===== src/rtl/g_serial_subtractor32.sv =====
//------------------------------------------------------------------------------
// Module   : g_serial_subtractor32
// Purpose  : Digit-serial subtractor, Out = In1 - In2 - BI, one DIGIT per enabled cycle
// Revision : 1.0  initial release
//------------------------------------------------------------------------------
`default_nettype none

module g_serial_subtractor32 #(
  parameter int WIDTH = 32,
  parameter int DIGIT = 4
) (
  input  logic             CLK,
  input  logic             RST_N,
  input  logic             Start,
  input  logic [WIDTH-1:0] In1,
  input  logic [WIDTH-1:0] In2,
  input  logic             BI,
  input  logic             Enable,
  output logic [WIDTH-1:0] Out,
  output logic             BO,
  output logic             V,
  output logic             Done,
  output logic             Busy,
  output logic             Ready
);

  localparam int NDIG = WIDTH / DIGIT;
  localparam int CW   = (NDIG > 1) ? $clog2(NDIG) : 1;

  generate
    if ((WIDTH % DIGIT) != 0 || NDIG < 2) begin : g_bad_digit
      $error("g_serial_subtractor32: DIGIT must divide WIDTH with at least two digits");
    end
  endgenerate

  typedef enum logic [1:0] {
    S_IDLE = 2'd0,
    S_RUN  = 2'd1,
    S_DONE = 2'd2
  } state_t;

  state_t           r_state;
  logic [WIDTH-1:0] r_a;
  logic [WIDTH-1:0] r_b;
  logic [WIDTH-1:0] r_acc;
  logic             r_borrow;
  logic             r_msb_a;
  logic             r_msb_b;
  logic [CW-1:0]    r_cnt;
  logic [WIDTH-1:0] r_out;
  logic             r_bo;
  logic             r_v;
  logic             r_done;
  logic             r_busy;

  logic [DIGIT:0]   w_diff;
  logic [WIDTH-1:0] w_res;
  logic             w_last;

  // Operands shift right so the current digit always sits in the low bits;
  // result digits enter at the top so digit 0 lands at bit 0 after NDIG steps.
  assign w_diff = {1'b0, r_a[DIGIT-1:0]} - {1'b0, r_b[DIGIT-1:0]} - {{DIGIT{1'b0}}, r_borrow};
  assign w_res  = {w_diff[DIGIT-1:0], r_acc[WIDTH-1:DIGIT]};
  assign w_last = (r_cnt == CW'(NDIG - 1));

  always_ff @(posedge CLK or negedge RST_N) begin
    if (!RST_N) begin
      r_state  <= S_IDLE;
      r_a      <= '0;
      r_b      <= '0;
      r_acc    <= '0;
      r_borrow <= 1'b0;
      r_msb_a  <= 1'b0;
      r_msb_b  <= 1'b0;
      r_cnt    <= '0;
      r_out    <= '0;
      r_bo     <= 1'b0;
      r_v      <= 1'b0;
      r_done   <= 1'b0;
      r_busy   <= 1'b0;
    end else begin
      r_done <= 1'b0;
      case (r_state)
        S_IDLE: begin
          if (Start) begin
            r_a      <= In1;
            r_b      <= In2;
            r_borrow <= BI;
            r_msb_a  <= In1[WIDTH-1];
            r_msb_b  <= In2[WIDTH-1];
            r_acc    <= '0;
            r_cnt    <= '0;
            r_busy   <= 1'b1;
            r_state  <= S_RUN;
          end
        end
        S_RUN: begin
          if (Enable) begin
            r_a      <= r_a >> DIGIT;
            r_b      <= r_b >> DIGIT;
            r_borrow <= w_diff[DIGIT];
            r_acc    <= w_res;
            r_cnt    <= r_cnt + CW'(1);
            if (w_last) begin
              r_out   <= w_res;
              r_bo    <= w_diff[DIGIT];
              r_v     <= (r_msb_a ^ r_msb_b) & (w_res[WIDTH-1] ^ r_msb_a);
              r_done  <= 1'b1;
              r_state <= S_DONE;
            end
          end
        end
        S_DONE: begin
          r_busy  <= 1'b0;
          r_state <= S_IDLE;
        end
        default: begin
          r_busy  <= 1'b0;
          r_state <= S_IDLE;
        end
      endcase
    end
  end

  assign Out   = r_out;
  assign BO    = r_bo;
  assign V     = r_v;
  assign Done  = r_done;
  assign Busy  = r_busy;
  assign Ready = ~r_busy;

endmodule

`default_nettype wire


===== config.mk =====
export PLATFORM = sky130hd
export DESIGN_NAME = g_serial_subtractor32
export DESIGN_NICKNAME = d
export VERILOG_FILES = /design/src/rtl/g_serial_subtractor32.sv
export SDC_FILE = /design/constraint.sdc
export NUM_CORES = 1
export LEC_CHECK = 0
export CORE_MARGIN = 2
export CORE_UTILIZATION = 52
export CTS_BUF_LIST = sky130_fd_sc_hd__clkbuf_16
export CTS_CLUSTER_DIAMETER = 200
export DETAILED_ROUTE_END_ITERATION = 10
export GPL_ROUTABILITY_DRIVEN = 0
export PLACE_DENSITY = 0.77
export SYNTH_ARGS = -nofsm -noshare
export SYNTH_HDL_FRONTEND = slang
export SYNTH_SLANG_ARGS = --single-unit

===== constraint.sdc =====
create_clock -name CLK -period 3.05 [get_ports CLK]
set_clock_uncertainty 0.2 [all_clocks]
set_input_delay 0.305 -clock CLK [delete_from_list [all_inputs] [get_ports CLK]]
set_output_delay 0.305 -clock CLK [all_outputs]
set_load 0.005 [all_outputs]

==> results.yml, run 1 <==
setup_path:
  cp_slowest_cell: "fa_1"
  worst-setup-path-type: "reg2reg"
  cp-end-kind: "flop"
  worst_path_largest_cell_delay_ns: 0.57
  arrival_ns: 2.58
  path_buf_inv: 1
  critical_path_required_ns: 3.19
  crit_path_cell_trace: "fa_1 > inv_1 > ha_1 > o21ai_0 > a21boi_0 > or4_1 > nand3_1"
  cp-start-kind: "flop"
  cp_top_family: "adder cells"
  critPathMaxFanout: 3
synthesis:
  synth_fp_nets: 608
  yosys_warnings: 0
  async_reset_ff_share_pct: 100
  yosysTopAreaCell: "dfrtp_1"
  synth.distinct_cells: 32
  ys.flop_type: "dfrtp_1"
  synth_top_area_share_pct: 58.8
  syn_inst: 529
  postSynthAreaPerCell_sq_um: 10.9
  synth_edf_count: 0
  mappedNetlistArea_sq_um: 5790
  synth-seq-cells: 136
  seq_area_frac_synth_pct: 58.8
  synth.area.top_cells: "dfrtp_1, nand2_1, mux2i_1, a22o_1, o21ai_0"
final_layout:
  num_antenna_cells: 0
  num-nets-final: 707
  fillers: 843
  layout-drive-gt1-share_pct: 6.72
  area_growth_pct: 29.9
floorplan:
  ioPinCount: 106
  fp.dieH_microns: 109
  coreArea_sq_um: 10800
  die_x_microns: 109
  row_count: 38
  start_util_pct: 53.4
  dieArea_sq_um: 12000
hold_path:
  min_path_type: "reg2reg"
run_status:
  status: "completed"
power:
  p_seq_share_pct: 40.4
  power.share.clock_pct: 27.0
  switchingPower_mw: 2.39
  p_int_mw: 5.08
  p_leak_nw: 3.76
  ir_drop_v: 0.000478
  power_frac_comb_pct: 32.7
  switching_share_pct: 32.0
  power_density_nw_per_um2: 993
sta:
  final.setup.worst_slack_ns: 0.613
  min_period_ns: 2.44
  worst-slew-pin-transition_ns: 0.748
  setup_violations: 0
  tns_ns: 0
  rsz0062_at_grt: "false"
  timing.slew.headroom_pct: 50.1
  maxSlewViolCount: 0
  clock.fmax_mhz: 410
  finalCritPeriodShare_pct: 79.9
  hold_violations: 0
flow_run:
  drv_cap: 0
grt:
  antenna_found_initial: 0
  grt_max_degree: 85
  grt_pass1_vias: 4096
  gr-usage-all-layers_pct: 21.3
  grt_pass1_wl_microns: 19500
  grt_overflow_total: 0
placement:
  dp_slack_ns: 0.621
  numPortBuffers: 105
  post-dp-hpwl_microns: 7720
clock_network:
  clock_latency_ns: 0.41
  tritoncts: "built"
  clock_sinks: 136
  cts.htree.levels: 4
  clk_pin_slew_ns: 0.05
  ctsLongestPathBuffers: 2
  cts_made_buffers: 17
  cts_root_buffer: "clkbuf_16"
detailed_routing:
  antenna_left: 0
  viasPerCell: 5.27
  first_pass_iters: 4
  routed-via-count: 4112
  drc: 0
  routed_wl_microns: 11600
  drt-initial-drc-count: 214
  routedWlPerCell_microns: 14.8
[what timing repair did]
action	4_1_cts	5_1_grt
gates resized for setup	0	0
endpoints found under the hold margin	83	0
hold buffers	1	0
buffers inserted	0	0
setup endpoints to repair	0	0
[kinds of logic after synthesis]
group | Yosys count | share of synthesized area (%)
DFF | 136 | 58.8
muxes | 58 | 10.1
and+or+nand+nor | 171 | 12.3
xor gates and xnor gates | 3 | 0.454
adders and majority gates | 10 | 2.42
buffers and inverters | 45 | 4.35
AOI/OAI and AO/OA | 106 | 11.5
[layout make-up]
type	instances	area, sq um	share of cell area, %
inverters	11	41.3	0.549
well taps	140	175	2.33
repair buffers	114	1170	15.6
clock inverters	14	160	2.13
flip-flops and latches	136	3400	45.3
clock buffers	17	425	5.66
multi-input cells	348	2140	28.5
[per-stage QoR]
| step | utilization, % | hold WS, ns | std cells | area [sq um] | power, mW |
|---|---|---|---|---|---|
| 2_1_floorplan | - | -0.191 | 529 | 5790 | 4.63 |
| 3_5_place_dp | 63.8 | 0.212 | 748 | 6920 | 5.50 |
| 6_report | 69.3 | 0.267 | 780 | 7520 | 7.46 |
| 5_1_grt | 69.3 | 0.300 | 780 | 7520 | 7.99 |
| 4_1_cts | 69.3 | 0.275 | 780 | 7520 | 7.56 |
| 3_3_place_gp | 63.8 | 0.199 | 748 | 6920 | 5.35 |
[worst paths after layout]
check / from / end / slack, ns / cells after the start
setup / recovery: r_a[0] / V / 0.61 / 7
hold / removal: Out[22] / Out[22] / 0.27 / 2
setup reg to reg: r_a[0] / V / 0.61 / 7
hold reg to reg: Out[22] / Out[22] / 0.27 / 2
max in group asynchronous: RST_N / r_msb_b / 1.58 / 3
min in group asynchronous: RST_N / Out[25] / 0.31 / 2
[synth_stat cells (2+ instances only)]
cell and number:
nand2_1 157, dfrtp_1 136, mux2i_1 56, o21ai_0 50, a22o_1 34, o21ai_1 17
buf_2 11, inv_1 11, clkbuf_1 10, buf_6 8, ha_1 8, clkbuf_2 4
xnor2_1 3, and3b_1 2, fa_1 2, mux2_2 2, nand2b_1 2, nor2b_1 2
[cells in the final DEF (no fill, tap or decap), types with 2 or more instances in the layout]
master and n:
clkdlybuf4s50_1 104, clkinvlp_4 3, ha_1 8, xnor2_1 3, dfrtp_1 136, nand2b_1 2
buf_12 4, o21ai_0 50, o21ai_1 17, buf_4 4, and3b_1 2, clkinv_4 3
fa_1 2, clkinv_2 2, clkinv_1 2, inv_1 12, nand2_1 157, mux2_2 2
a22o_1 34, mux2i_1 56, bufinv_16 3, clkbuf_16 17
[tightest hold or removal path, delay by kind of cell, from the launching register on]
family	cells	cell delay, ns
flops	1	0.33
simple gates	2	0.10
[registers in the layout, summed over array words and instances, names as in the netlist]
register,cells
Done,1
r_acc,28
r_state,2
r_borrow,1
r_msb_b,1
r_b,32
Out,32
Busy,1
r_a,32
V,1
r_msb_a,1
r_cnt,3
BO,1
[power by group through the flow]
stage | Combinational (mW) | Clock (mW) | Sequential, mW
floorplan | 1.71 | 0 | 2.91
global placement | 2.36 | 0 | 3.00
detailed placement | 2.46 | 0 | 3.04
CTS | 2.49 | 2.05 | 3.02
global route | 2.75 | 2.13 | 3.11
finish | 2.44 | 2.01 | 3.01
[per-layer routing]
layer | vias up | global-route usage (%) | wire length (microns) | share of wire, %
met2 | 101 | 33.6 | 5890 | 51
met5 | - | 0 | 0 | 0
met1 | 2005 | 27.3 | 4900 | 42
met3 | 11 | 7.23 | 673 | 5.8
met4 | 0 | 8.05 | 117 | 1.0
li1 | 1995 | - | - | -
No activity file was read; power rests on OpenSTA's default activity.
==> inputs of run 2 (changes only) <==
Clock period 3.05 ns to 2.5 ns, I/O delays scaled along.
==> run 2 against run 1 <==
  * Critical path depth stayed put
  * Clock-buffer cell count did not move
  * Die area stayed put
  * Utilization grew 0.31 points
  * Register-to-register slack worse by 0.45 ns
  * Flip-flop and latch count is the same
  * Clock power up 27%
  * Via count increased by 0.78%
==> results.yml, run 2 (synthesis results as in run 1) <==
sta:
  whs_ns: 0.214
  tns_ns: 0
  hold_violations: 0
  clock.fmax_mhz: 427
  maxSlewViolCount: 0
  min_period_ns: 2.34
  finalCritPeriodShare_pct: 93.6
  rsz0062_at_grt: "false"
  timing.slew.headroom_pct: 40.6
  worst-slew-pin-transition_ns: 0.889
  setup_violations: 0
final_layout:
  layout-drive-gt1-share_pct: 7.15
  layout_commonest_cell: "nand2_1"
  num_antenna_cells: 0
  fillers: 819
  area_growth_pct: 30.5
  instances_no_fill: 783
  num-nets-final: 710
  stdcell_area_sq_um: 7550
  layout_common_cells: "nand2_1, dfrtp_1, clkdlybuf4s50_1"
power:
  p_int_mw: 6.29
  p_leak_nw: 3.78
  p_seq_share_pct: 40.1
  total_power_mw: 9.20
  power.share.clock_pct: 27.7
  switchingPower_mw: 2.91
  ir_drop_v: 0.000629
  switching_share_pct: 31.6
  power_frac_comb_pct: 32.3
  power_density_nw_per_um2: 1220
grt:
  grt_max_degree: 126
  grt_pass1_vias: 4248
  antenna_found_initial: 0
  gr-usage-all-layers_pct: 21.5
  grt_overflow_total: 0
  grt_pass1_wl_microns: 20000
flow_run:
  drv_cap: 0
clock_network:
  clk_pin_slew_ns: 0.06
  clock_sinks: 136
  tritoncts: "built"
  cts.htree.levels: 4
  cts_root_buffer: "clkbuf_16"
  cts_made_buffers: 17
  clock_latency_ns: 0.41
  ctsLongestPathBuffers: 2
detailed_routing:
  routedWlPerCell_microns: 14.7
  routed-via-count: 4144
  viasPerCell: 5.29
  routed_wl_microns: 11500
  drc: 0
  first_pass_iters: 4
  antenna_left: 0
  drt-initial-drc-count: 233
floorplan:
  dieArea_sq_um: 12000
  start_util_pct: 53.4
  die_x_microns: 109
  fp.dieH_microns: 109
  coreArea_sq_um: 10800
  row_count: 38
  ioPinCount: 106
placement:
  post-dp-hpwl_microns: 7730
  numPortBuffers: 105
  dp.cells: 751
  dpl-instance-area_sq_um: 6930
setup_path:
  critPathMaxFanout: 3
  cp-end-kind: "flop"
  worst-setup-path-type: "reg2reg"
  cp-start-kind: "flop"
  critical_path_required_ns: 2.64
  arrival_ns: 2.48
  r2r_slack_ns: 0.16
run_status:
  status: "completed"
hold_path:
  min_path_type: "in2async"
## run 2: changes by cell type in the layout (fill, tap and decap cells not counted), sizes merged
cell	delta
clkinvlp	+1
buf	+3
clkinv	-2
bufinv	+1
## run 2: metrics by stage
stage,util [%],setup slack (ns)
global route,69.6,0.0387
finish,69.6,0.159
detailed placement,63.9,0.0708
global placement,63.9,0.183
floorplan,-,0.239
CTS,69.6,0.0584
## run 2: final timing paths
path | startpoint | endpoint | depth (start not counted)
max reg2reg | r_a[0] | V | 7
min in group CLK | In1[30] | r_a[30] | 2
max in group asynchronous | RST_N | r_msb_b | 3
max | r_a[0] | V | 7
min | RST_N | Out[17] | 2
min reg2reg | Out[10] | Out[10] | 2
## run 2: critical path: stages (launching register included)
cell	delay [ns]
dfrtp_1	0.39
fa_1	0.58
inv_1	0.06
ha_1	0.19
o21ai_1	0.16
a21boi_1	0.10
or4_1	0.50
nand3_1	0.09
## run 2: area by class of cell
cell class	count	area, sq um	area share [%]
Sequential cell	136	3400	45.1
Multi-Input combinational cell	348	2140	28.3
Timing Repair Buffer	117	1180	15.7
Clock buffer	17	425	5.63
Clock inverter	14	184	2.44
Tap cell	140	175	2.32
Inverter	11	41.3	0.547
## run 2: repair_timing
item,CTS,global route
endpoints found under the hold margin,69,0
resized for setup,0,2
endpoints found under the setup margin,0,2
setup buffers,0,0
hold buffers,1,0
## run 2: power by group through the flow
stage | sequential [mW] | clock [mW] | combinational, mW
after floorplan | 3.56 | 0 | 2.09
after global placement | 3.67 | 0 | 2.87
after detailed placement | 3.71 | 0 | 3.00
after CTS | 3.69 | 2.58 | 3.03
after global routing | 3.80 | 2.69 | 3.37
final | 3.69 | 2.55 | 2.97
## run 2: routing by layer
metal  GRT usage, %  part of all wire [%]  wire length [microns]  vias to the layer above
met5              0                     0                      0                        -
met4           6.24                   1.5                    174                        0
met3           7.94                   6.0                    697                       19
met2           34.0                    49                   5710                      112
met1           28.0                    43                   4970                     2016
li1               -                     -                      -                     1997
==> inputs of run 3 (changes only) <==
Settings changed: GPL_ROUTABILITY_DRIVEN 0 to not set.
==> results of run 3 <==
Same layout as run 2: the final DEF is identical, and so are final timing and power.
